--- src/rtl/game_pkg.sv ---
// Shared game constants and types for the projectile and cat drawing stages.
// The cat box geometry lives here so both stages agree on where the cat is.
package game_pkg;

  localparam int TARGET_X = 1;
  localparam int TARGET_Y = 430;
  localparam int TARGET_W = 157;
  localparam int TARGET_H = 99;

  typedef enum logic [1:0] {
    IDLE   = 2'd0,
    FLIGHT = 2'd1,
    IMPACT = 2'd2
  } proj_state_t;

  // 1-D overlap of half-open spans [a_lo, a_lo+a_len) and [b_lo, b_lo+b_len).
  function automatic logic span_overlap(input int a_lo, input int a_len,
                                        input int b_lo, input int b_len);
    return (a_lo < b_lo + b_len) && (b_lo < a_lo + a_len);
  endfunction

endpackage

--- src/rtl/vga_if.sv ---
// VGA pixel stream bundle: timing counters, sync/blank strobes and colour.
// The stream has no backpressure: every field is valid on every clock and is never stalled.
interface vga_if;
  logic [10:0] hcount;
  logic [10:0] vcount;
  logic        hsync;
  logic        vsync;
  logic        hblnk;
  logic        vblnk;
  logic [11:0] rgb;

  modport vga_in  (input  hcount, vcount, hsync, vsync, hblnk, vblnk, rgb);
  modport vga_out (output hcount, vcount, hsync, vsync, hblnk, vblnk, rgb);
endinterface

--- src/rtl/projectile_physics.sv ---
// Projectile FSM and per-frame kinematics: launch, gravity, hit/miss detection, cooldown.
// Everything except launch advances only on the frame tick (rising edge of the delayed vblnk).
module projectile_physics
  import game_pkg::*;
#(
  parameter int START_X   = 900,
  parameter int START_Y   = 430,
  parameter int PROJ_SIZE = 16,
  parameter int GRAVITY   = 1,
  parameter int GROUND_Y  = 529,
  parameter int COOLDOWN  = 30
) (
  input  logic               clk,
  input  logic               rst,
  input  logic               fire,
  input  logic [5:0]         vel_x,
  input  logic [6:0]         vel_y,
  input  logic               vblnk,
  output logic signed [11:0] pos_x,
  output logic signed [11:0] pos_y,
  output logic               draw_en,
  output logic               hit_cat,
  output logic               busy,
  output proj_state_t        state
);

  logic              vblnk_prev;
  logic              armed;
  logic [5:0]        vx;
  logic signed [8:0] vy;
  logic [5:0]        cool_cnt;

  logic              tick;
  logic signed [11:0] nx, ny;
  logic signed [9:0]  vy_dec;
  logic signed [8:0]  vy_next;
  logic              hit, miss;

  assign tick    = vblnk & ~vblnk_prev;
  assign draw_en = (state == FLIGHT);

  always_comb begin
    nx      = pos_x - $signed({6'd0, vx});
    ny      = pos_y - $signed({{3{vy[8]}}, vy});
    vy_dec  = $signed({vy[8], vy}) - $signed(10'(GRAVITY));
    vy_next = (vy_dec < -10'sd256) ? -9'sd256 : vy_dec[8:0];
    hit     = span_overlap(int'(nx), PROJ_SIZE, TARGET_X, TARGET_W) &&
              span_overlap(int'(ny), PROJ_SIZE, TARGET_Y, TARGET_H);
    miss    = (int'(ny) + PROJ_SIZE > GROUND_Y) || (int'(nx) + PROJ_SIZE <= 0);
  end

  always_ff @(posedge clk) begin
    if (rst) begin
      state      <= IDLE;
      pos_x      <= '0;
      pos_y      <= '0;
      vx         <= '0;
      vy         <= '0;
      cool_cnt   <= '0;
      hit_cat    <= 1'b0;
      busy       <= 1'b0;
      armed      <= 1'b1;
      vblnk_prev <= 1'b0;
    end else begin
      vblnk_prev <= vblnk;
      hit_cat    <= 1'b0;
      // A held fire must drop for a cycle before it can launch again.
      if (!fire) armed <= 1'b1;
      case (state)
        IDLE: begin
          if (fire && armed) begin
            state <= FLIGHT;
            pos_x <= 12'(START_X);
            pos_y <= 12'(START_Y);
            vx    <= vel_x;
            vy    <= {2'b00, vel_y};
            armed <= 1'b0;
            busy  <= 1'b1;
          end
        end
        FLIGHT: begin
          if (tick) begin
            pos_x <= nx;
            pos_y <= ny;
            vy    <= vy_next;
            if (hit) begin
              state   <= IMPACT;
              hit_cat <= 1'b1;
            end else if (miss) begin
              state <= IMPACT;
            end
          end
        end
        IMPACT: begin
          if (tick) begin
            if (cool_cnt == 6'(COOLDOWN - 1)) begin
              state    <= IDLE;
              busy     <= 1'b0;
              cool_cnt <= '0;
            end else begin
              cool_cnt <= cool_cnt + 6'd1;
            end
          end
        end
        default: begin
          state <= IDLE;
          busy  <= 1'b0;
        end
      endcase
    end
  end

endmodule

--- src/rtl/draw_projectile.sv ---
// VGA stage that launches, moves and draws a ballistic projectile and flags cat hits.
// The pixel stream is delayed by one clock; the projectile square overrides unblanked pixels.
module draw_projectile
  import game_pkg::*;
#(
  parameter int          START_X   = 900,
  parameter int          START_Y   = 430,
  parameter int          PROJ_SIZE = 16,
  parameter logic [11:0] PROJ_RGB  = 12'hFF0,
  parameter int          GRAVITY   = 1,
  parameter int          GROUND_Y  = 529,
  parameter int          COOLDOWN  = 30
) (
  input  logic        clk,
  input  logic        rst,
  input  logic        fire,
  input  logic [5:0]  vel_x,
  input  logic [6:0]  vel_y,
  output logic        hit_cat,
  output logic        busy,
  output proj_state_t state,
  vga_if.vga_in       vga_in,
  vga_if.vga_out      vga_out
);

  logic signed [11:0] pos_x, pos_y;
  logic               draw_en;

  logic [10:0] hcount_d, vcount_d;
  logic        hsync_d, vsync_d, hblnk_d, vblnk_d;
  logic [11:0] rgb_d;

  logic signed [12:0] px, py, bx, by, sz;
  logic               pixel_on;

  projectile_physics #(
    .START_X  (START_X),
    .START_Y  (START_Y),
    .PROJ_SIZE(PROJ_SIZE),
    .GRAVITY  (GRAVITY),
    .GROUND_Y (GROUND_Y),
    .COOLDOWN (COOLDOWN)
  ) u_physics (
    .clk    (clk),
    .rst    (rst),
    .fire   (fire),
    .vel_x  (vel_x),
    .vel_y  (vel_y),
    .vblnk  (vblnk_d),
    .pos_x  (pos_x),
    .pos_y  (pos_y),
    .draw_en(draw_en),
    .hit_cat(hit_cat),
    .busy   (busy),
    .state  (state)
  );

  // Signed 13-bit compares so a box partly off the left/top edge still clips correctly.
  always_comb begin
    px       = $signed({2'b00, vga_in.hcount});
    py       = $signed({2'b00, vga_in.vcount});
    bx       = {pos_x[11], pos_x};
    by       = {pos_y[11], pos_y};
    sz       = $signed(13'(PROJ_SIZE));
    pixel_on = draw_en && !(vga_in.hblnk || vga_in.vblnk) &&
               (px >= bx) && (px < bx + sz) &&
               (py >= by) && (py < by + sz);
  end

  always_ff @(posedge clk) begin
    if (rst) begin
      hcount_d <= '0;
      vcount_d <= '0;
      hsync_d  <= 1'b0;
      vsync_d  <= 1'b0;
      hblnk_d  <= 1'b0;
      vblnk_d  <= 1'b0;
      rgb_d    <= '0;
    end else begin
      hcount_d <= vga_in.hcount;
      vcount_d <= vga_in.vcount;
      hsync_d  <= vga_in.hsync;
      vsync_d  <= vga_in.vsync;
      hblnk_d  <= vga_in.hblnk;
      vblnk_d  <= vga_in.vblnk;
      rgb_d    <= pixel_on ? PROJ_RGB : vga_in.rgb;
    end
  end

  assign vga_out.hcount = hcount_d;
  assign vga_out.vcount = vcount_d;
  assign vga_out.hsync  = hsync_d;
  assign vga_out.vsync  = vsync_d;
  assign vga_out.hblnk  = hblnk_d;
  assign vga_out.vblnk  = vblnk_d;
  assign vga_out.rgb    = rgb_d;

endmodule
--- src/flat_wrapper.sv ---
// flat-port wrapper written by rule: the top's interface ports become plain ports
module draw_projectile_flat import game_pkg::*;
#(
  parameter int          START_X   = 900,
  parameter int          START_Y   = 430,
  parameter int          PROJ_SIZE = 16,
  parameter logic [11:0] PROJ_RGB  = 12'hFF0,
  parameter int          GRAVITY   = 1,
  parameter int          GROUND_Y  = 529,
  parameter int          COOLDOWN  = 30
)
  (clk, rst, fire, vel_x, vel_y, hit_cat, busy, state, vga_in_hcount, vga_in_vcount, vga_in_hsync, vga_in_vsync, vga_in_hblnk, vga_in_vblnk, vga_in_rgb, vga_out_hcount, vga_out_vcount, vga_out_hsync, vga_out_vsync, vga_out_hblnk, vga_out_vblnk, vga_out_rgb);
  vga_if vga_in_i ();
  vga_if vga_out_i ();
  input  logic clk;
  input  logic rst;
  input  logic fire;
  input  logic [5:0] vel_x;
  input  logic [6:0] vel_y;
  output logic hit_cat;
  output logic busy;
  output proj_state_t state;
  input wire logic [$bits(vga_in_i.hcount)-1:0] vga_in_hcount;
  input wire logic [$bits(vga_in_i.vcount)-1:0] vga_in_vcount;
  input wire logic [$bits(vga_in_i.hsync)-1:0] vga_in_hsync;
  input wire logic [$bits(vga_in_i.vsync)-1:0] vga_in_vsync;
  input wire logic [$bits(vga_in_i.hblnk)-1:0] vga_in_hblnk;
  input wire logic [$bits(vga_in_i.vblnk)-1:0] vga_in_vblnk;
  input wire logic [$bits(vga_in_i.rgb)-1:0] vga_in_rgb;
  output wire logic [$bits(vga_out_i.hcount)-1:0] vga_out_hcount;
  output wire logic [$bits(vga_out_i.vcount)-1:0] vga_out_vcount;
  output wire logic [$bits(vga_out_i.hsync)-1:0] vga_out_hsync;
  output wire logic [$bits(vga_out_i.vsync)-1:0] vga_out_vsync;
  output wire logic [$bits(vga_out_i.hblnk)-1:0] vga_out_hblnk;
  output wire logic [$bits(vga_out_i.vblnk)-1:0] vga_out_vblnk;
  output wire logic [$bits(vga_out_i.rgb)-1:0] vga_out_rgb;
  assign vga_in_i.hcount = vga_in_hcount;
  assign vga_in_i.vcount = vga_in_vcount;
  assign vga_in_i.hsync = vga_in_hsync;
  assign vga_in_i.vsync = vga_in_vsync;
  assign vga_in_i.hblnk = vga_in_hblnk;
  assign vga_in_i.vblnk = vga_in_vblnk;
  assign vga_in_i.rgb = vga_in_rgb;
  assign vga_out_hcount = vga_out_i.hcount;
  assign vga_out_vcount = vga_out_i.vcount;
  assign vga_out_hsync = vga_out_i.hsync;
  assign vga_out_vsync = vga_out_i.vsync;
  assign vga_out_hblnk = vga_out_i.hblnk;
  assign vga_out_vblnk = vga_out_i.vblnk;
  assign vga_out_rgb = vga_out_i.rgb;
  draw_projectile #(.START_X(START_X), .START_Y(START_Y), .PROJ_SIZE(PROJ_SIZE), .PROJ_RGB(PROJ_RGB), .GRAVITY(GRAVITY), .GROUND_Y(GROUND_Y), .COOLDOWN(COOLDOWN)) u_core (.clk(clk), .rst(rst), .fire(fire), .vel_x(vel_x), .vel_y(vel_y), .hit_cat(hit_cat), .busy(busy), .state(state), .vga_in(vga_in_i), .vga_out(vga_out_i));
endmodule
--- config.mk ---
export PLATFORM = sky130hd
export DESIGN_NAME = draw_projectile_flat
export DESIGN_NICKNAME = d
export VERILOG_FILES = /design/src/rtl/game_pkg.sv /design/src/rtl/vga_if.sv /design/src/rtl/projectile_physics.sv /design/src/rtl/draw_projectile.sv /design/src/flat_wrapper.sv
export SDC_FILE = /design/constraint.sdc
export NUM_CORES = 1
export LEC_CHECK = 0
export CORE_UTILIZATION = 40
export DETAILED_ROUTE_END_ITERATION = 6
export DONT_BUFFER_PORTS = 1
export PLACE_DENSITY_LB_ADDON = 0.12
export SETUP_SLACK_MARGIN = 0.2
export SKIP_LAST_GASP = 1
export SYNTH_ARGS = -nofsm -noshare
export SYNTH_HDL_FRONTEND = slang
export SYNTH_HIERARCHICAL = 1
export SYNTH_SLANG_ARGS = --single-unit
--- constraint.sdc ---
create_clock -name clk -period 2.95 [get_ports clk]
set_input_delay 0.295 -clock clk [delete_from_list [all_inputs] [get_ports clk]]
set_output_delay 0.295 -clock clk [all_outputs]
set_load 0.02 [all_outputs]
; Word level (Yosys, flattened, before mapping)
; Cells that the tools add are included.
[op_classes]
n_addsub = 8
magnitude_cmp = 11
n_eq_ne = 8
mux = 27
bitwise_logic = 4
reduce_logical = 21
[op_table]
columns = cell, n
row1 = 2-to-1 mux 12 bit, 5
row2 = "adder 12 x 6 -> 13 bit, second input constant", 4
row3 = case mux 12 bit (2 select lines), 2
row4 = 2-to-1 mux 9 bit, 3
row5 = less-than comparator 12 x 13 -> 1 bit, 2
row6 = greater-or-equal comparator 12 bit, 2
row7 = case mux 9 bit (2 select lines), 1
row8 = "> comparator 13 x 11 -> 1 bit, second input constant", 1
row9 = "less-or-equal comparator 13 x 1 -> 1 bit, second input constant", 1
row10 = "less-than comparator 10 x 13 -> 1 bit, first input constant", 1
row11 = "less-than comparator 2 x 13 -> 1 bit, first input constant", 1
row12 = "less-than comparator 12 x 11 -> 1 bit, second input constant", 1
row13 = "less-than comparator 12 x 9 -> 1 bit, second input constant", 1
row14 = 2-to-1 mux 2 bit, 6
row15 = subtractor 12 x 7 -> 12 bit, 1
row16 = subtractor 12 x 9 -> 12 bit, 1
row17 = "less-than comparator 10 x 9 -> 1 bit, second input constant", 1
row18 = "subtractor 9 x 2 -> 10 bit, second input constant", 1
row19 = logical AND 1 bit, 9
row20 = "!= test 2 bit, second input constant", 4
row21 = 2-to-1 mux 1 bit, 7
row22 = "adder 6 x 1 -> 6 bit, second input constant", 1
row23 = "equality test 6 x 5 -> 1 bit, second input constant", 1
row24 = 2-to-1 mux 6 bit, 1
row25 = 17 further kinds, 21
[totals]
ff_bits = 89
inputBits = 54

; Logic depth before layout (Yosys ltp)
[depth]
ltp_word = 8
ltp_mapped = 16

; Cells and area by module
; The synthesis kept the hierarchy.
[by_module_without_submodules]
columns = mod, n_inst, cells_each, area_each_um2
row1 = projectile_physics, 1, 506, 3973.8
row2 = draw_projectile, 1, 237, 2179.6

; Worst setup path after synthesis
; No wires, ideal clock.
[synth_path]
path_kind = flip-flop to flip-flop
startpoint = register u_core.u_physics.pos_y[4]
endpoint = register u_core.u_physics.hit_cat
setup_ns = 0.073
arrival_ns = 3.105
path_slack_ns = -0.228
stages_incl_launch_ff = 15
period_less_slack_ns = 3.178
path_cell_list = dfxtp_1 -> ha_1 -> a21o_1 -> a31o_4 -> or3_4 -> nand2_1 -> inv_1 -> ha_1 -> inv_1 -> xnor2_1 -> o22ai_1 -> a221oi_1 -> o211ai_1 -> a221oi_2 -> nor3b_2
[synth_between]
elab_chain_cells = 6
elab_cells_between_ends = 7
cone_classes = add/sub: 2 / order compare: 2 / mux: 1 / reduce/logical: 2
[synth_lines]
columns = item, line_no
row1 = "start, declared", projectile_physics.sv:20  ; output logic signed [11:0] pos_y,
row2 = "start signal, assigned", projectile_physics.sv:74  ; pos_y <= 12'(START_Y);
row3 = "start signal, assigned", projectile_physics.sv:84  ; pos_y <= ny;
row4 = subtractor 12 x 9 -> 12 bit (*), projectile_physics.sv:44  ; ny = pos_y - $signed({{3{vy[8]}}, vy});
row5 = adder 12 x 6 -> 13 bit, game_pkg.sv:19  ; return (a_lo < b_lo + b_len) && (b_lo < a_lo + a_len);
row6 = less-than comparator 10 x 13 -> 1 bit, game_pkg.sv:19
row7 = logical AND 1 bit (*), game_pkg.sv:19
row8 = logical AND 1 bit (*), projectile_physics.sv:47  ; hit = span_overlap(int'(nx), PROJ_SIZE, TARGET_X, TARGET_W) &&
row9 = 2-to-1 mux 1 bit (*), projectile_physics.sv:86  ; if (hit) begin
row10 = "end signal, assigned", projectile_physics.sv:60  ; hit_cat <= 1'b0;
row11 = "end signal, assigned", projectile_physics.sv:66  ; hit_cat <= 1'b0;
row12 = "end signal, assigned", projectile_physics.sv:88  ; hit_cat <= 1'b1;
row13 = "end, declared", projectile_physics.sv:22  ; output logic hit_cat,
; Every way passes the cells marked *; elsewhere a longest branch is shown, timed or not.
; A chain may end at the register's enable or synchronous reset.

; Worst setup path after layout
[layout_path]
startpoint = register u_core.u_physics.pos_y[0]
endpoint = register u_core.u_physics.hit_cat
; Same word-level chain as after synthesis.

==> impl_metrics.toml <==
[floorplan]
initial_core_util_pct = 41.7
die_w_um = 126
placementRows = 44
io_pins = 96
die_y_um = 126
core_um2 = 14800
dieArea_um2 = 15900

[finish]
final_common_cell = "buf_4"
final_cell_mix = "buf_4, dfxtp_1, nor2_1"
nets = 944
num_antenna_cells = 0
layout.cells.non_filler = 1013
post-route-util_pct = 52.6
drive_above_1_share_pct = 27.7
areaGrowthSynthToFinish_pct = 26.2

[route]
drt-total-wl_mm = 17.1
drt_iter0_drc = 322
remaining_drc_errors = 0
viasPerCell = 5.64
vias = 5714
dr.pass1.iters = 5
wl_per_cell_um = 16.9
postRouteAntennaNets = 0

[place]
gp_congestion = 0.869
port-buffer-count = 0
placedCellCount = 981
dp_hpwl_mm = 12.5
place_ws_ps = -216

[grt]
track_usage_pct = 21.5
grt_max_degree = 67
grt_antenna_before_repair = 0
grt_pass1_wl_mm = 27.1
grt_pass1_vias = 5430
grt-ovfl-total = 0

[clock_tree]
cts-root-buf = "clkbuf_16"
ctsHtreeMaxLevel = 3
clkTransAtPathRegs_ps = 70
clock_path_buffers = 2
worstSkewPairLatency_ps = 360
cts_tree = "done"
cts_sinks = 89
numCtsBuffers = 9

[worst_hold_path]
holdPathStages = 1
min_path_type = "input pin to flip-flop"
hp-start = "rst"
worstHoldEndpoint = "u_core/vga_out.rgb[10]"

[synthesis]
ys_warn_count = 6
synth_nets = 863
synthDistinctLibCells = 79
synth_area_um2 = 6150
async_reset_ff_share_pct = 0
synth_area_per_cell_um2 = 8.28
synth_ff_type = "dfxtp_1"
synth_cells = 743
yosysSeqAreaShare_pct = 29.0
ys_ff_latch = 89
synth-edff-count = 0

[timing]
slew_headroom_pct = 44.8
worst_pin_slew_ps = 826
skew_ps = 9.51
fin_ws_ps = -102
rsz0062_at_grt = "true"
fin_crit_ps = 3050
holdWs_ps = 9.09
finalSetupViolCount = 3
period_share_pct = 103
slew_viol_final = 0
hold_viol = 0
fmax_ghz = 0.328

[critical_path]
slowest_delay_ps = 380
cp.arrival_ps = 3340
worstPathRequired_ps = 3240
timing.rr.start = "u_core/u_physics/pos_y[0]"
crit_path_top_delay_cell = "fa_2"
cp_num_buf_inv = 2
r2r_slack_ps = -100
reg2reg_depth = 14
cp_max_fo = 5
crit_chain = "inv_2 -> ha_4 -> inv_2 -> fa_2 -> a21o_4 -> a211oi_4 -> nor2_4 -> ha_4 -> a21oi_2 -> o22ai_2 -> a221oi_2 -> o211ai_1 -> a221oi_4 -> nor3b_2"
start_kind = "flip-flop"
worst-setup-path-type = "flip-flop to flip-flop"
cp_top_family = "compound AO/OA/AOI/OAI gates"
startpoint = "u_core/u_physics/pos_y[0]"
rr_endpoint = "u_core/u_physics/hit_cat"
cp-end-kind = "flip-flop"

[power]
pwr_density_cell_nw_per_um2 = 903
leakage_uw = 0.00315
vdd.ir_drop.worst_v = 0.000364

[run_status]
status = "complete, but fails checks"
violations = "setup timing"

[flow_run]
cap_violations = 0
[per-layer routing]
| layer | global-route usage (%) | part of all wire [%] |
|---|---|---|
| met1 | 28.9 | 47 |
| met2 | 34.3 | 45 |
| met3 | 4.12 | 5.9 |
| met4 | 8.01 | 1.8 |
| met5 | 0 | 0 |
[where the power goes]
| part | total (µW) | switching (µW) | leakage (µW) | internal, µW |
|---|---|---|---|---|
| clock | 1210 | 535 | 0.000150 | 671 |
| combinational | 4360 | 2300 | 0.00226 | 2060 |
| sequential | 1450 | 130 | 0.000741 | 1320 |
| total | 7020 | 2970 | 0.00315 | 4050 |
[per-stage QoR]
| step | setup TNS, ps | instance area (µm²) | total power (µW) |
|---|---|---|---|
| CTS | -342 | 7490 | 6590 |
| detailed placement | -609 | 7000 | 5070 |
| global route | -708 | 7770 | 7460 |
| finish | -266 | 7770 | 7020 |
| floorplan | 0 | 6290 | 3990 |
| global placement | -195 | 7000 | 5010 |
[worst max path at each step]
| stage | end | slack [ps] | cells past startpoint |
|---|---|---|---|
| 6_report | u_core/u_physics/hit_cat | -100 | 14 |
| 3_5_place_dp | u_core/u_physics/state[0] | -220 | 15 |
| 4_1_cts | u_core/u_physics/hit_cat | -120 | 14 |
| 2_1_floorplan | u_core/u_physics/hit_cat | 50 | 15 |
| 3_3_place_gp | u_core/u_physics/hit_cat | -70 | 14 |
| 5_1_grt | u_core/u_physics/hit_cat | -260 | 14 |
[flip-flops by register name (all words and copies together), names as in the netlist, 2 cells and up]
name	cells
u_core/vga_out.vcount	11
u_core/vga_out.hcount	11
u_core/u_physics/state	2
u_core/vga_out.rgb	12
u_core/u_physics/pos_x	12
u_core/u_physics/cool_cnt	6
u_core/u_physics/vy	9
u_core/u_physics/vx	6
u_core/u_physics/pos_y	12
[logic make-up (layout without fill, tap and decap cells)]
logic type                 Yosys count  count (layout)  synth area share (%)
AOI/OAI and AO/OA                  174             174                  20.4
xor gates and xnor gates            37              37                  5.63
adders and majority gates           66              66                  13.7
buffers and inverters               96             182                  6.71
DFF                                 89              89                  29.0
muxes                                6               6                  1.10
and+or+nand+nor                    275             275                  23.6
[timing repair]
action / in CTS / in global routing
resized for setup: 29 / 43
hold buffers: 2 / 1
setup buffers: 4 / 9
hold endpoints to repair: 16 / 2
endpoints found under the setup margin: 15 / 15
pin swaps: 22 / 36
[synthesized netlist by cell type (16+ instances only)]
cell type	instances	share of area, %
dfxtp_1	89	29
nor2_1	67	4.1
ha_1	64	13
inv_1	64	3.9
a21oi_1	48	3.9
nand2_1	43	2.6
nor2b_1	31	3.2
nand3_1	30	2.4
nor3_1	29	2.4
xnor2_1	22	3.1
o21ai_0	20	1.6
nand4_1	18	1.8
clkbuf_1	16	0.98
[layout make-up]
| cell class | count | area [µm²] |
|---|---|---|
| Fill cell | 1369 | 6990 |
| Multi-Input combinational cell | 558 | 4400 |
| Sequential cell | 89 | 1810 |
| Timing Repair Buffer | 101 | 777 |
| Inverter | 65 | 246 |
| Tap cell | 184 | 230 |
| Clock buffer | 10 | 229 |
| Clock inverter | 6 | 77.6 |
(Power assumes the default switching activity.)
